--- src/rtl/conv_window_gen.sv ---
// conv_window_gen: KxK sliding-window generator for a raster pixel stream.
// Keeps K-1 previous lines of pixels and a KxK register window. It emits one
// packed window for each valid output position, in stride-1 or stride-2 mode,
// together with frame and line markers and a sticky line-length error flag.
module conv_window_gen #(
  parameter int PIX_W = 8,
  parameter int IMG_W = 32,
  parameter int IMG_H = 32,
  parameter int K     = 7
) (
  input  logic                 clk,
  input  logic                 rst,
  input  logic [PIX_W-1:0]     pix_in,
  input  logic                 pix_valid,
  input  logic                 frame_start_in,
  input  logic                 line_start_in,
  input  logic                 frame_end_in,
  input  logic                 stride2,
  output logic [K*K*PIX_W-1:0] win_out,
  output logic                 win_valid,
  output logic                 frame_start_out,
  output logic                 line_start_out,
  output logic                 frame_end_out,
  output logic                 line_err
);

  localparam int CW = $clog2(IMG_W);
  localparam int RW = $clog2(IMG_H);

  localparam logic [CW-1:0] COL_LAST  = CW'(IMG_W - 1);
  localparam logic [RW-1:0] ROW_LAST  = RW'(IMG_H - 1);
  localparam logic [CW-1:0] COL_KM1   = CW'(K - 1);
  localparam logic [RW-1:0] ROW_KM1   = RW'(K - 1);
  // Position of the last stride-2 window. With stride 2 the bottom-right
  // pixel is not necessarily a window position.
  localparam logic [CW-1:0] COL_LAST2 = CW'((K - 1) + ((IMG_W - K) / 2) * 2);
  localparam logic [RW-1:0] ROW_LAST2 = RW'((K - 1) + ((IMG_H - K) / 2) * 2);

  typedef enum logic [1:0] {
    IDLE   = 2'd0,
    FILL   = 2'd1,
    STREAM = 2'd2
  } state_t;

  state_t          state_q, state_d;
  logic [RW-1:0]   row_q, row_d;
  logic [CW-1:0]   col_q, col_d;
  logic            stride_q;
  logic            first_q;

  // Position of the current pixel after frame-start and line-start forcing.
  logic [RW-1:0]   pr;
  logic [CW-1:0]   pc;
  logic            accept;
  logic            start;
  logic            err_set;
  logic            win_ok;
  logic            end_pos;
  logic            last_win;
  logic            done;

  logic [PIX_W-1:0] lb_q    [K-1][IMG_W];
  logic [PIX_W-1:0] win_q   [K][K];
  logic [PIX_W-1:0] win_nxt [K][K];
  logic [K*K*PIX_W-1:0] win_flat;

  // State register.
  always_ff @(posedge clk) begin
    if (rst) begin
      state_q <= IDLE;
    end else begin
      state_q <= state_d;
    end
  end

  // Next state, pixel position resolution and window qualification.
  // NOTE: every always_comb output gets a default first, so no path can infer a latch.
  always_comb begin
    state_d  = state_q;
    row_d    = row_q;
    col_d    = col_q;
    accept   = 1'b0;
    start    = 1'b0;
    pr       = row_q;
    pc       = col_q;
    err_set  = 1'b0;
    win_ok   = 1'b0;
    end_pos  = 1'b0;
    last_win = 1'b0;
    done     = 1'b0;

    if (pix_valid) begin
      if (frame_start_in) begin
        // A start pixel always begins a new frame at (0,0), even mid-frame.
        accept = 1'b1;
        start  = 1'b1;
        pr     = '0;
        pc     = '0;
      end else if (state_q != IDLE) begin
        accept = 1'b1;
        if (line_start_in) begin
          if (col_q != '0) begin
            // Short line: the new line starts early and the counters follow it.
            err_set = 1'b1;
            pr      = row_q + RW'(1);
            pc      = '0;
          end
        end else if ((col_q == '0) && (row_q != '0)) begin
          // Long line: a pixel arrived at the wrap point without a line start.
          err_set = 1'b1;
        end
      end
    end

    end_pos  = (pr == ROW_LAST) && (pc == COL_LAST);
    last_win = stride_q ? ((pr == ROW_LAST2) && (pc == COL_LAST2)) : end_pos;

    if (accept && !start) begin
      win_ok = (pr >= ROW_KM1) && (pc >= COL_KM1) &&
               (!stride_q || ((pr[0] == ROW_KM1[0]) && (pc[0] == COL_KM1[0])));
      done   = frame_end_in || end_pos;
    end

    if (accept) begin
      if (pc == COL_LAST) begin
        col_d = '0;
        row_d = pr + RW'(1);
      end else begin
        col_d = pc + CW'(1);
        row_d = pr;
      end

      if (start) begin
        state_d = FILL;
      end else if (done) begin
        state_d = IDLE;
        row_d   = '0;
        col_d   = '0;
      end else if ((state_q == FILL) && (row_d >= ROW_KM1)) begin
        state_d = STREAM;
      end
    end
  end

  // Next window: shift the window left and insert the new column. The new
  // column is the K-1 buffered pixels above, oldest line at the top, with pix_in below them.
  always_comb begin
    win_nxt = '{default: '0};
    for (int r = 0; r < K; r++) begin
      for (int c = 0; c < K - 1; c++) begin
        win_nxt[r][c] = win_q[r][c+1];
      end
    end
    for (int r = 0; r < K - 1; r++) begin
      win_nxt[r][K-1] = lb_q[r][pc];
    end
    win_nxt[K-1][K-1] = pix_in;
  end

  // Pack the next window, r=0 top and c=0 left.
  always_comb begin
    win_flat = '0;
    for (int r = 0; r < K; r++) begin
      for (int c = 0; c < K; c++) begin
        win_flat[(r*K+c)*PIX_W +: PIX_W] = win_nxt[r][c];
      end
    end
  end

  // Line buffers and window registers advance on every accepted pixel.
  // NOTE: this storage is deliberately left unreset. Rows are rewritten
  // before any window can use them, so reset logic would gain nothing.
  always_ff @(posedge clk) begin
    if (accept) begin
      for (int j = 0; j < K - 2; j++) begin
        lb_q[j][pc] <= lb_q[j+1][pc];
      end
      lb_q[K-2][pc] <= pix_in;
      win_q         <= win_nxt;
    end
  end

  // Counters, frame bookkeeping, error flag and registered window outputs.
  // NOTE: sequential state uses non-blocking assignments only, so every
  // register samples pre-edge values.
  always_ff @(posedge clk) begin
    if (rst) begin
      row_q           <= '0;
      col_q           <= '0;
      stride_q        <= 1'b0;
      first_q         <= 1'b0;
      line_err        <= 1'b0;
      win_valid       <= 1'b0;
      frame_start_out <= 1'b0;
      line_start_out  <= 1'b0;
      frame_end_out   <= 1'b0;
      win_out         <= '0;
    end else begin
      row_q           <= row_d;
      col_q           <= col_d;
      win_valid       <= win_ok;
      frame_start_out <= win_ok && first_q;
      line_start_out  <= win_ok && (pc == COL_KM1);
      frame_end_out   <= win_ok && (last_win || frame_end_in);

      if (start) begin
        stride_q <= stride2;
        first_q  <= 1'b1;
        line_err <= 1'b0;
      end else begin
        if (err_set) begin
          line_err <= 1'b1;
        end
        if (win_ok) begin
          first_q <= 1'b0;
        end
      end

      if (win_ok) begin
        win_out <= win_flat;
      end
    end
  end

endmodule

--- config.mk ---
export PLATFORM = sky130hd
export DESIGN_NAME = conv_window_gen
export DESIGN_NICKNAME = d
export VERILOG_FILES = /design/src/rtl/conv_window_gen.sv
export SDC_FILE = /design/constraint.sdc
export NUM_CORES = 2
export LEC_CHECK = 0
export ABC_AREA = 1
export BUFFER_PORTS_ARGS = -buffer_cell sky130_fd_sc_hd__buf_2
export CAP_MARGIN = 20
export CELL_PAD_IN_SITES_DETAIL_PLACEMENT = 2
export CELL_PAD_IN_SITES_GLOBAL_PLACEMENT = 2
export CORE_MARGIN = 2
export CORE_UTILIZATION = 27
export DETAILED_ROUTE_END_ITERATION = 10
export GPL_TIMING_DRIVEN = 0
export MAX_ROUTING_LAYER = met4
export PLACE_DENSITY = 0.63
export SKIP_LAST_GASP = 1
export SYNTH_ARGS = -nofsm -noshare
export SYNTH_HDL_FRONTEND = slang
export SYNTH_SLANG_ARGS = --single-unit
--- constraint.sdc ---
create_clock -name clk -period 11.87 [get_ports clk]
set_input_delay 1.7805 -clock clk [delete_from_list [all_inputs] [get_ports clk]]
set_output_delay 1.7805 -clock clk [all_outputs]
set_load 0.02 [all_outputs]
==> load_flow_metrics.sql <==
INSERT INTO impl_metrics (metric_group, metric, value, unit) VALUES
('drt', 'detail_route.vias_per_cell', '4.96', ''),
('power', 'cellInternalPower', '0.0133', 'W'),
('drt', 'detailedRoute.firstPassIterationCount', '6', ''),
('synth', 'postSynthCellCount', '5914', ''),
('clocking', 'postCtsResizedCells', '0', ''),
('grt', 'grt_first_pass_wirelength', '447', 'mm'),
('synth', 'number_of_warning_messages_in_the_yosys_log', '0', ''),
('sta', 'fin_crit', '6.10', 'ns'),
('die', 'io_count', '412', ''),
('sta', 'timing.setup.tns', '0', 'ns'),
('sta', 'final.setup_skew', '0.0836', 'ns'),
('finish', 'nFillCells', '32500', ''),
('power', 'seqPwrFrac', '51.4', '%'),
('clocking', 'cts.repair_timing.setup_buffer_count', '0', ''),
('setup_path', 'start_kind', 'primary input', ''),
('power', 'powerDensity', '169', 'nW/µm²'),
('synth', 'netlist_area', '85200', 'µm²'),
('drt', 'dr.first_iter.drc_count', '4836', ''),
('clocking', 'cts-htree-levels', '4', ''),
('sta', 'worst_slew_pin_slew', '1.14', 'ns'),
('hold_path', 'hp-class', 'reg2reg', ''),
('synth', 'netlist-cell-type-count', '39', ''),
('clocking', 'clk_root_buffer_cell', 'sky130_fd_sc_hd__clkbuf_16', ''),
('run', 'max-cap-violations', '0', ''),
('grt', 'grt-ovfl-total', '0', ''),
('sta', 'slew_headroom', '24.1', '%'),
('synth', 'ys_top_cells_by_area', 'sky130_fd_sc_hd__edfxtp_1, sky130_fd_sc_hd__dfxtp_1, sky130_fd_sc_hd__o21ai_0', ''),
('placement', 'dp_slack', '4.95', 'ns'),
('setup_path', 'cp_data_arrival_time', '6.66', 'ns'),
('finish', 'share_of_post_route_cells_with_drive_strength_above_1', '22.8', '%'),
('clocking', 'cts_tree', 'done', ''),
('sta', 'setup_viol', '0', ''),
('drt', 'route.detailed.wl_per_inst', '28.5', 'µm'),
('sta', 'period_share', '51.4', '%'),
('synth', 'area_share_of_the_leading_cell_type_in_the_synthesized_netlist', '66.0', '%'),
('die', 'design.die.area', '320000', 'µm²'),
('synth', 'synthMostInstantiatedCell', 'sky130_fd_sc_hd__edfxtp_1', ''),
('setup_path', 'critPathCaptureType', 'flop', ''),
('grt', 'total_grt_usage', '19.9', '%'),
('synth', 'avgSynthCellArea', '14.4', 'µm²'),
('drt', 'postRouteAntennaNets', '0', ''),
('drt', 'totalWireLength', '316', 'mm'),
('synth', 'mappedNetlistNets', '5939', ''),
('synth', 'synth_ff_type', 'sky130_fd_sc_hd__edfxtp_1', ''),
('setup_path', 'worst-endpoint-required', '12.43', 'ns'),
('die', 'effective_utilization_at_floorplan', '27.1', '%'),
('synth', 'proportion_of_synthesized_chip_area_in_sequential_cells', '75.6', '%'),
('clocking', 'numCtsBuffers', '241', ''),
('power', 'vdd_drop_max', '0.000161', 'V'),
('grt', 'first_global_vias', '58500', ''),
('placement', 'routabilityCongestion', '0.810', ''),
('run_status', 'run_status', 'completed', ''),
('power', 'power.static_leakage', '36.2', 'nW'),
('synth', 'ys_top_cells_by_count', 'sky130_fd_sc_hd__edfxtp_1, sky130_fd_sc_hd__o21ai_0, sky130_fd_sc_hd__nand2_1', ''),
('clocking', 'numClockSinks', '2283', ''),
('synth', 'synth_area_leader_cell', 'sky130_fd_sc_hd__edfxtp_1', ''),
('finish', 'num-nets-final', '6729', ''),
('clocking', 'path_clk_slew', '0.06', 'ns'),
('die', 'std_cell_rows', '206', ''),
('power', 'pwr_total', '0.0174', 'W'),
('power', 'p_comb_share', '6.3', '%'),
('placement', 'dp_hpwl', '225', 'mm'),
('placement', 'numPortBuffers', '411', ''),
('sta', 'post-route-worst-setup-slack', '5.77', 'ns'),
('power', 'total_switching_power', '0.00418', 'W'),
('clocking', 'clock_latency', '0.91', 'ns'),
('synth', 'synth_enable_flop_cells', '1872', ''),
('grt', 'antenna_found_initial', '33', ''),
('finish', 'final_core_util', '32.8', '%'),
('die', 'design.core.area', '314000', 'µm²'),
('synth', 'ys_async_sr_fraction', '0', '%');
==> cell type report <==
class | count | share of cell area [%]
inverter | 133 | 0.488
clock buffer | 327 | 6.41
multi-input combinational | 3112 | 18.1
antenna | 15 | 0.0364
buffer | 386 | 1.85
clock inverter | 131 | 1.05
sequential | 2283 | 62.5
timing repair buffer | 547 | 4.59
tap | 4160 | 5.05
==> cell usage in the layout, fill, tap and decap left out, drive strengths merged, types with 7 or more instances in the layout <==
cell,n
clkinv,134
o21ai,865
nand2,591
a22o,344
edfxtp,1872
o21bai,106
a21oi,21
or2,504
inv,115
dfxtp,411
bufinv,7
nand3,163
o211ai,230
ha,10
nor2,111
buf,746
clkinvlp,8
nand4,48
mux2i,112
diode,15
clkbuf,514
==> worst max-delay path, stage by stage <==
cell,delay [ns]
sky130_fd_sc_hd__buf_2,0.14
sky130_fd_sc_hd__nand2_4,0.16
sky130_fd_sc_hd__nand2_4,0.16
sky130_fd_sc_hd__nor2_8,0.31
sky130_fd_sc_hd__buf_4,0.47
sky130_fd_sc_hd__clkbuf_1,0.76
sky130_fd_sc_hd__clkbuf_1,0.91
sky130_fd_sc_hd__ha_1,0.39
sky130_fd_sc_hd__nand2_1,0.50
sky130_fd_sc_hd__nor2_4,0.50
sky130_fd_sc_hd__buf_12,0.27
sky130_fd_sc_hd__buf_12,0.22
==> sequential cells by signal, summed over array words and instances, names as in the netlist <==
name / flops
win_flat: 336
line_start_out: 1
first_q: 1
col_q: 5
lb_q: 1536
line_err: 1
win_out: 392
stride_q: 1
frame_start_out: 1
state_q: 2
row_q: 5
frame_end_out: 1
win_valid: 1
==> stage by stage <==
stage	instances	cell area, µm²	hold WS [ns]
after floorplan	5914	85200	0.416
after global placement	10500	92500	0.428
after detailed placement	10600	95400	0.438
after CTS	11100	103000	0.445
after global routing	11100	103000	0.452
final	11100	103000	0.441
==> path summary, 6_finish.rpt <==
path | start | to | slack [ns] | depth (start not counted)
hold / removal | win_flat[190]$_DFFE_PP_ | win_flat[182]$_DFFE_PP_ | 0.44 | 0
setup reg to reg | state_q[0]$_SDFFE_PP0P_ | lb_q[1][109]$_DFFE_PP_ | 6.44 | 13
setup / recovery | pix_valid | lb_q[1][109]$_DFFE_PP_ | 5.77 | 12
hold reg to reg | win_flat[190]$_DFFE_PP_ | win_flat[182]$_DFFE_PP_ | 0.44 | 0
==> routing by layer <==
layer	track usage (%)	vias to the layer above	wire [µm]
li1	-	23600	-
met1	25.8	29300	137000
met2	32.4	1736	152000
met3	3.00	446	18200
met4	5.19	0	9300
met5	-	-	0
==> cell families (layout without fill, tap and decap cells) <==
logic type	Yosys count	in the layout	share of synthesized area [%]
fa+ha+maj	10	10	0.147
other cells	0	15	0
flops	2283	2283	75.6
xor+xnor	2	2	0.0206
compound gates	1566	1566	11.7
mux	112	112	1.32
simple gates	1422	1422	8.39
buf+inv	519	1524	2.82
==> power groups by stage <==
stage	sequential (W)	combinational, W	clock [W]
final	0.00896	0.00109	0.00738
after global routing	0.00897	0.00116	0.00784
after CTS	0.00896	0.00110	0.00753
after detailed placement	0.00913	0.00109	0
after global placement	0.00918	0.000913	0
after floorplan	0.00913	0.000453	0
(Power assumes the default switching activity.)
